File: src/rtl/icache_refill.sv
// Instruction-cache line refill: fetches 4 words from backing memory, writes tag/data to the victim way.
// Define ICACHE_REFILL_CRITICAL_FIRST_EN to fetch the missed word first (wrapping order).
module icache_refill #(
  parameter int ADDR_WIDTH = 6,
  parameter int TAG_WIDTH  = 8,
  parameter int DATA_WIDTH = 128,
  parameter int N_WAY      = 4
) (
  input  logic                  i_clk,
  input  logic                  i_rst,
  input  logic                  i_cache_miss,
  input  logic [31:0]           i_addr_miss,
  input  logic [N_WAY-1:0]      i_vic_miss,
  output logic                  o_resp_miss,
  output logic                  o_mem_req,
  output logic [31:0]           o_mem_addr,
  input  logic                  i_mem_gnt,
  input  logic                  i_mem_rvalid,
  input  logic [31:0]           i_mem_rdata,
  output logic [N_WAY-1:0]      o_tag_wren,
  output logic [ADDR_WIDTH-1:0] o_tag_waddr,
  output logic [TAG_WIDTH-1:0]  o_tag_wdata,
  output logic [N_WAY-1:0]      o_data_wren,
  output logic [DATA_WIDTH-1:0] o_data_wdata,
  output logic                  o_busy
);

  // state | meaning
  // IDLE  | waiting for a miss
  // FETCH | issuing word reads and collecting responses
  // WRITE | one-cycle tag/data write to the victim way
  // RESP  | one-cycle completion pulse
  localparam logic [1:0] S_IDLE  = 2'd0;
  localparam logic [1:0] S_FETCH = 2'd1;
  localparam logic [1:0] S_WRITE = 2'd2;
  localparam logic [1:0] S_RESP  = 2'd3;

`ifdef ICACHE_REFILL_CRITICAL_FIRST_EN
  localparam logic CRIT_FIRST = 1'b1;
`else
  localparam logic CRIT_FIRST = 1'b0;
`endif

  logic [1:0]            r_state;
  logic [31:0]           r_addr;
  logic [N_WAY-1:0]      r_vic;
  logic [2:0]            r_req_cnt;
  logic [2:0]            r_rsp_cnt;
  logic [DATA_WIDTH-1:0] r_line;

  logic [N_WAY-1:0] w_vic_dec;
  logic             w_vic_found;
  logic [1:0]       w_start;
  logic [1:0]       w_req_word;
  logic [1:0]       w_rsp_word;
  logic             w_fetch;
  logic             w_write;
  logic             w_gnt_ok;
  logic             w_rsp_ok;

  // Lowest set bit wins; an empty victim vector falls back to way 0.
  always_comb begin
    w_vic_dec   = '0;
    w_vic_found = 1'b0;
    for (int i = 0; i < N_WAY; i++) begin
      if (i_vic_miss[i] && !w_vic_found) begin
        w_vic_dec[i] = 1'b1;
        w_vic_found  = 1'b1;
      end
    end
    if (!w_vic_found) w_vic_dec[0] = 1'b1;
  end

  assign w_start    = CRIT_FIRST ? r_addr[1:0] : 2'd0;
  assign w_req_word = w_start + r_req_cnt[1:0];
  assign w_rsp_word = w_start + r_rsp_cnt[1:0];
  assign w_fetch    = (r_state == S_FETCH);
  assign w_write    = (r_state == S_WRITE);
  assign w_gnt_ok   = o_mem_req && i_mem_gnt;
  // Only responses backed by a granted, unanswered request are accepted.
  assign w_rsp_ok   = w_fetch && i_mem_rvalid && (r_rsp_cnt < r_req_cnt);

  always_ff @(posedge i_clk or posedge i_rst) begin
    if (i_rst) begin
      r_state   <= S_IDLE;
      r_addr    <= '0;
      r_vic     <= '0;
      r_req_cnt <= '0;
      r_rsp_cnt <= '0;
      r_line    <= '0;
    end else begin
      case (r_state)
        S_IDLE: begin
          if (i_cache_miss) begin
            r_addr    <= i_addr_miss;
            r_vic     <= w_vic_dec;
            r_req_cnt <= '0;
            r_rsp_cnt <= '0;
            r_state   <= S_FETCH;
          end
        end
        S_FETCH: begin
          if (w_gnt_ok) r_req_cnt <= r_req_cnt + 3'd1;
          if (w_rsp_ok) begin
            r_line[32*w_rsp_word +: 32] <= i_mem_rdata;
            r_rsp_cnt <= r_rsp_cnt + 3'd1;
            if (r_rsp_cnt == 3'd3) r_state <= S_WRITE;
          end
        end
        S_WRITE: r_state <= S_RESP;
        default: r_state <= S_IDLE;
      endcase
    end
  end

  assign o_busy       = (r_state != S_IDLE);
  assign o_resp_miss  = (r_state == S_RESP);
  assign o_mem_req    = w_fetch && !r_req_cnt[2];
  assign o_mem_addr   = w_fetch ? {r_addr[31:2], w_req_word} : 32'd0;
  assign o_tag_wren   = w_write ? r_vic : '0;
  assign o_data_wren  = w_write ? r_vic : '0;
  assign o_tag_waddr  = w_write ? r_addr[2 +: ADDR_WIDTH] : '0;
  assign o_tag_wdata  = w_write ? {1'b1, r_addr[2+ADDR_WIDTH +: TAG_WIDTH-1]} : '0;
  assign o_data_wdata = w_write ? r_line : '0;

endmodule

File: config.mk
export PLATFORM = sky130hd
export DESIGN_NAME = icache_refill
export DESIGN_NICKNAME = d
export VERILOG_FILES = /design/src/rtl/icache_refill.sv
export SDC_FILE = /design/constraint.sdc
export NUM_CORES = 1
export LEC_CHECK = 0
export ABC_AREA = 1
export CAP_MARGIN = 40
export CORE_MARGIN = 1.5
export CORE_UTILIZATION = 50
export DETAILED_ROUTE_END_ITERATION = 10
export PLACE_DENSITY_LB_ADDON = 0.25
export REMOVE_ABC_BUFFERS = 1
export SLEW_MARGIN = 25
export SYNTH_ARGS = -nofsm -noshare
export SYNTH_HDL_FRONTEND = slang
export SYNTH_SLANG_ARGS = --single-unit
File: constraint.sdc
create_clock -name i_clk -period 13.3 [get_ports i_clk]
set_input_delay 1.33 -clock i_clk [delete_from_list [all_inputs] [get_ports i_clk]]
set_output_delay 1.33 -clock i_clk [all_outputs]
set_load 0.02 [all_outputs]
======== Word-level counts from Yosys, hierarchy flattened ========
Index checks and enable logic that the tools add are counted.
word-level totals
  flip-flop bits (word level) ............. 172
  bits of input ports ..................... 73
  output and inout port bits .............. 185
  logic and storage cells ................. 62
cells by class
  add/subtract/negate cells ............... 3
  magnitude comparators ................... 1
  equal/unequal tests ..................... 8
  shift operators ......................... 2
  muxes and demuxes ....................... 23
  reductions and logical operators ........ 19
operator list
  operator                                                                   number
  128-bit bitwise mux                                                        1
  128-bit 2-to-1 mux                                                         1
  32-bit by 34-bit variable shift with 128-bit output, first input constant  1
  32-bit by 34-bit variable part select with 128-bit output                  1
  7-bit negator with 34-bit output                                           1
  32-bit 2-to-1 mux                                                          1
  3-bit one-hot mux with 2 select lines                                      2
  3-bit 2-to-1 mux                                                           3
  3-bit AND reduction                                                        3
  1-bit 2-to-1 mux                                                           8
  8-bit 2-to-1 mux                                                           1
  1-bit logical AND                                                          7
  3-bit by 1-bit adder with 3-bit output, second input constant              2
  2-bit 2-to-1 mux                                                           3
  6-bit 2-to-1 mux                                                           1
  2-bit by 1-bit inequality test with 1-bit output, second input constant    3
  2-bit one-hot mux with 3 select lines                                      1
  2-bit == test, second input constant                                       2
  1-bit logical NOT                                                          4
  4-bit 2-to-1 mux                                                           1
  2-bit AND reduction                                                        2
  2-bit nonzero test                                                         2
  3-bit by 2-bit == test with 1-bit output, second input constant            1
  3-bit less-than comparator                                                 1
  3 further kinds                                                            3

======== Logic depth before layout (Yosys ltp) ========
  depth in word-level cells ............... 11
  depth in mapped cells ................... 10
  depth with buffers taken out ............ 10

======== Worst setup path before layout ========
Ideal clock, no wire load.
  kind .................................... register -> output
  start ................................... register r_state[0]
  end ..................................... output port o_tag_wren[0]
  arrival time ............................ 1606 ps
  required time ........................... 11970 ps
  setup slack ............................. 10364 ps
  stages on the path, launching flop included .. 8
  buffers on the path ..................... 3
  cell sequence ........................... dfrtp_1 inv_1 ha_1 clkbuf_1 clkbuf_1 nand2_1 inv_1 buf_4
between the ends
  cells in the longest elaborated chain, start to end .. 2
RTL lines
  item                    line  RTL
  from (decl)             44    logic [1:0] r_state;
  from (signal assigned)  85    r_state <= S_IDLE;
  from (signal assigned)  99    r_state <= S_FETCH;
  from (signal assigned)  107   if (r_rsp_cnt == 3'd3) r_state <= S_WRITE;
  2-bit == test           78    assign w_write = (r_state == S_WRITE);
  named net w_write       57    logic w_write;
  4-bit 2-to-1 mux        --
  to (decl)               20    output logic [N_WAY-1:0] o_tag_wren,
The timed path passes the listed nets, and every way through them passes these cells.

======== Worst setup path after layout ========
  start ................................... register r_state[0]
  end ..................................... output port o_data_wdata[103]
between the ends
  cells in the longest elaborated chain, start to end .. 2
RTL lines
  item                line  RTL
  2-bit == test       78
  128-bit 2-to-1 mux  124   assign o_data_wdata = w_write ? r_line : '0;
  to (decl)           24    output logic [DATA_WIDTH-1:0] o_data_wdata,
Every way passes these cells.

==> impl_metrics.tcl <==
set metrics [dict create \
    status "complete, no violations" \
    drt_wl_total_um 24200 \
    nets 1518 \
    grt_max_degree 65 \
    crit_fanout 55 \
    grt_usage_pct 27.1 \
    routedWlPerCell_um 14.5 \
    maxSlewHeadroom_pct 48.4 \
    ys_types 28 \
    core_area_mm2 0.0172 \
    drt_iter0_markers 604 \
    worst_r2r_path_depth 8 \
    use_met1_pct 34.5 \
    cts.sinks 170 \
    area_growth_pct 37.5 \
    initial_utilization_pct 51.1 \
    clk_latency_ps 430 \
    port-buffer-count 255 \
    setup_violations 0 \
    hp-class "reg2reg" \
    netlist_instances 1219 \
    holdPathStages 2 \
    drv_slew 0 \
    rsz0062_at_grt "false" \
    cp-start-kind "flop" \
    vias_per_cell 4.95 \
    ctsResizeCount 0 \
    cts_tree "built" \
    die_x_um 136 \
    leakage_uw 0.00664 \
    grt_overflow 0 \
    detailed_place_hpwl_um 15800 \
    drcViolationCount 0 \
    die-height_um 136 \
    h-tree-depth 4 \
    io_pins 258 \
    busiest_layer "met2" \
    syn-cell-area_mm2 0.00880 \
    root_buffer "clkbuf_16" \
    rows 48 \
    tns_ps 0 \
    tightest_slew_ps 772 \
    grt_pass1_vias 7751 \
    syn_area_per_cell_um2 7.22 \
    max_freq_mhz 220 \
    synth_seq_cells 170 \
    ir_drop_v 0.000113 \
    drive_gt1_share_pct 4.29 \
    critical_path_required_ps 11970 \
    ant_nets 0 \
    cts_made_buffers 17 \
    yosys_warnings 0 \
    vias 8267 \
    antenna_found_initial 1 \
    drv_cap 0 \
    power_uw 2060 \
    worstSetupPathType "reg2out" \
    crit_arrival_ps 3220 \
    gp_congestion 0.800 \
    skew_ps 7.28 \
    grt_pass1_wl_um 39000 \
    finalHoldViolCount 0 \
    clkTransAtPathRegs_ps 70 \
    first_pass_iters 5 \
    min_period_ps 4550 \
    ctsHoldBuffers 0 \
    use_met3_pct 7.56 \
    postCtsSetupBuffers 0 \
    powerDensity_mw_per_mm2 170 \
    die-area_mm2 0.0184 \
    clockBufferDepth 2 \
    ys_seq_area_share_pct 48.3 \
    finalCritPeriodShare_pct 34.2 \
    met2_usage_pct 44.4 \
    endpoint_kind "primary output" \
]
## metal layers
| layer | part of all wire [%] | vias up | wire (µm) |
|---|---|---|---|
| li1 | - | 4059 | - |
| met4 | 1.8 | 0 | 434 |
| met3 | 8.0 | 30 | 1930 |
| met5 | 0 | - | 0 |
| met1 | 42 | 3904 | 10200 |
| met2 | 48 | 274 | 11700 |
## worst max-delay path, stage by stage (launching register included)
cell and delay (ps):
dfrtp_1 430, inv_1 160, ha_4 560, buf_4 510, buf_12 300, nand2_1 80
inv_1 90, clkdlybuf4s50_1 600
## registers in the layout (all words and copies together) (netlist names)
| name | count |
|---|---|
| r_line | 128 |
| r_addr | 30 |
| r_vic | 4 |
| r_req_cnt | 3 |
| r_rsp_cnt | 3 |
| r_state | 2 |
## Yosys cell counts
cell type,count,area [µm²]
a21oi_1,1,5.00
buf_1,2,7.51
buf_2,34,170
buf_4,5,37.5
buf_6,5,56.3
clkbuf_1,28,105
clkbuf_2,3,15.0
dfrtp_1,170,4250
ha_1,14,175
inv_1,217,815
inv_2,3,11.3
nand2_1,500,1880
nand2_2,2,12.5
nand2_4,2,22.5
nand3_1,49,245
nand3_4,3,52.6
nand4_1,11,68.8
nor2_1,29,109
nor2_8,2,40.0
nor3_1,1,5.00
nor3_2,1,10.0
nor3_4,1,16.3
o21ai_0,38,190
o21ai_1,94,470
o21ai_2,1,8.76
o22a_1,1,8.76
o22ai_1,1,6.26
o31ai_1,1,7.51
## final timing paths
check | startpoint | endpoint | slack [ps]
worst max-delay path | r_state[0] | o_data_wdata[103] | 8750
worst min-delay path | r_addr[25] | r_addr[25] | 480
worst max register to register | r_rsp_cnt[1] | r_line[52] | 10630
worst min register to register | r_addr[25] | r_addr[25] | 480
max in group asynchronous | i_rst | r_addr[26] | 10950
min in group asynchronous | i_rst | r_line[86] | 1290
## layout by cell type, fill, tap and decap left out, drive strengths merged, types with 3 or more instances in the layout
cell	n
inv	221
clkdlybuf4s50	255
ha	14
o21ai	133
dfrtp	170
nor3	3
nor2	31
nand2	504
clkinv	5
nand4	11
bufinv	5
nand3	52
clkbuf	20
buf	15
## where the power goes
part	internal [µW]	total (µW)	switching, µW
registers	610	670	59.7
clock network	338	546	208
logic	272	845	573
total	1220	2060	841
## cells by family (layout without fill, tap and decap cells)
| kind of cell | after synthesis | in the layout | synth area share, % |
|---|---|---|---|
| AO/OA/AOI/OAI | 137 | 137 | 7.92 |
| adder cells (fa/ha/maj) | 14 | 14 | 1.99 |
| buffers and inverters | 297 | 522 | 13.8 |
| flip-flops | 170 | 170 | 48.3 |
| other | 0 | 1 | 0 |
| AND/OR/NAND/NOR | 601 | 601 | 27.9 |
## metrics by stage
step / util, % / hold WS [ps] / cells / setup WS [ps] / instance area [µm²]
3_5_place_dp: 66.3 / 466 / 1635 / 9210 / 11400
4_1_cts: 70.1 / 483 / 1667 / 8700 / 12100
2_1_floorplan: - / 449 / 1142 / 7370 / 8410
5_1_grt: 70.2 / 502 / 1670 / 8530 / 12100
6_report: 70.2 / 479 / 1670 / 8750 / 12100
3_3_place_gp: 65.7 / 461 / 1629 / 9100 / 11300
## final cells by class
class,count,area (µm²)
tap,225,282
sequential,170,4250
antenna,1,2.50
clock buffer,20,447
clock inverter,12,195
fill,1388,5130
inverter,220,831
multi-input combinational,752,3350
timing repair buffer,270,2750
(Power assumes the default switching activity.)
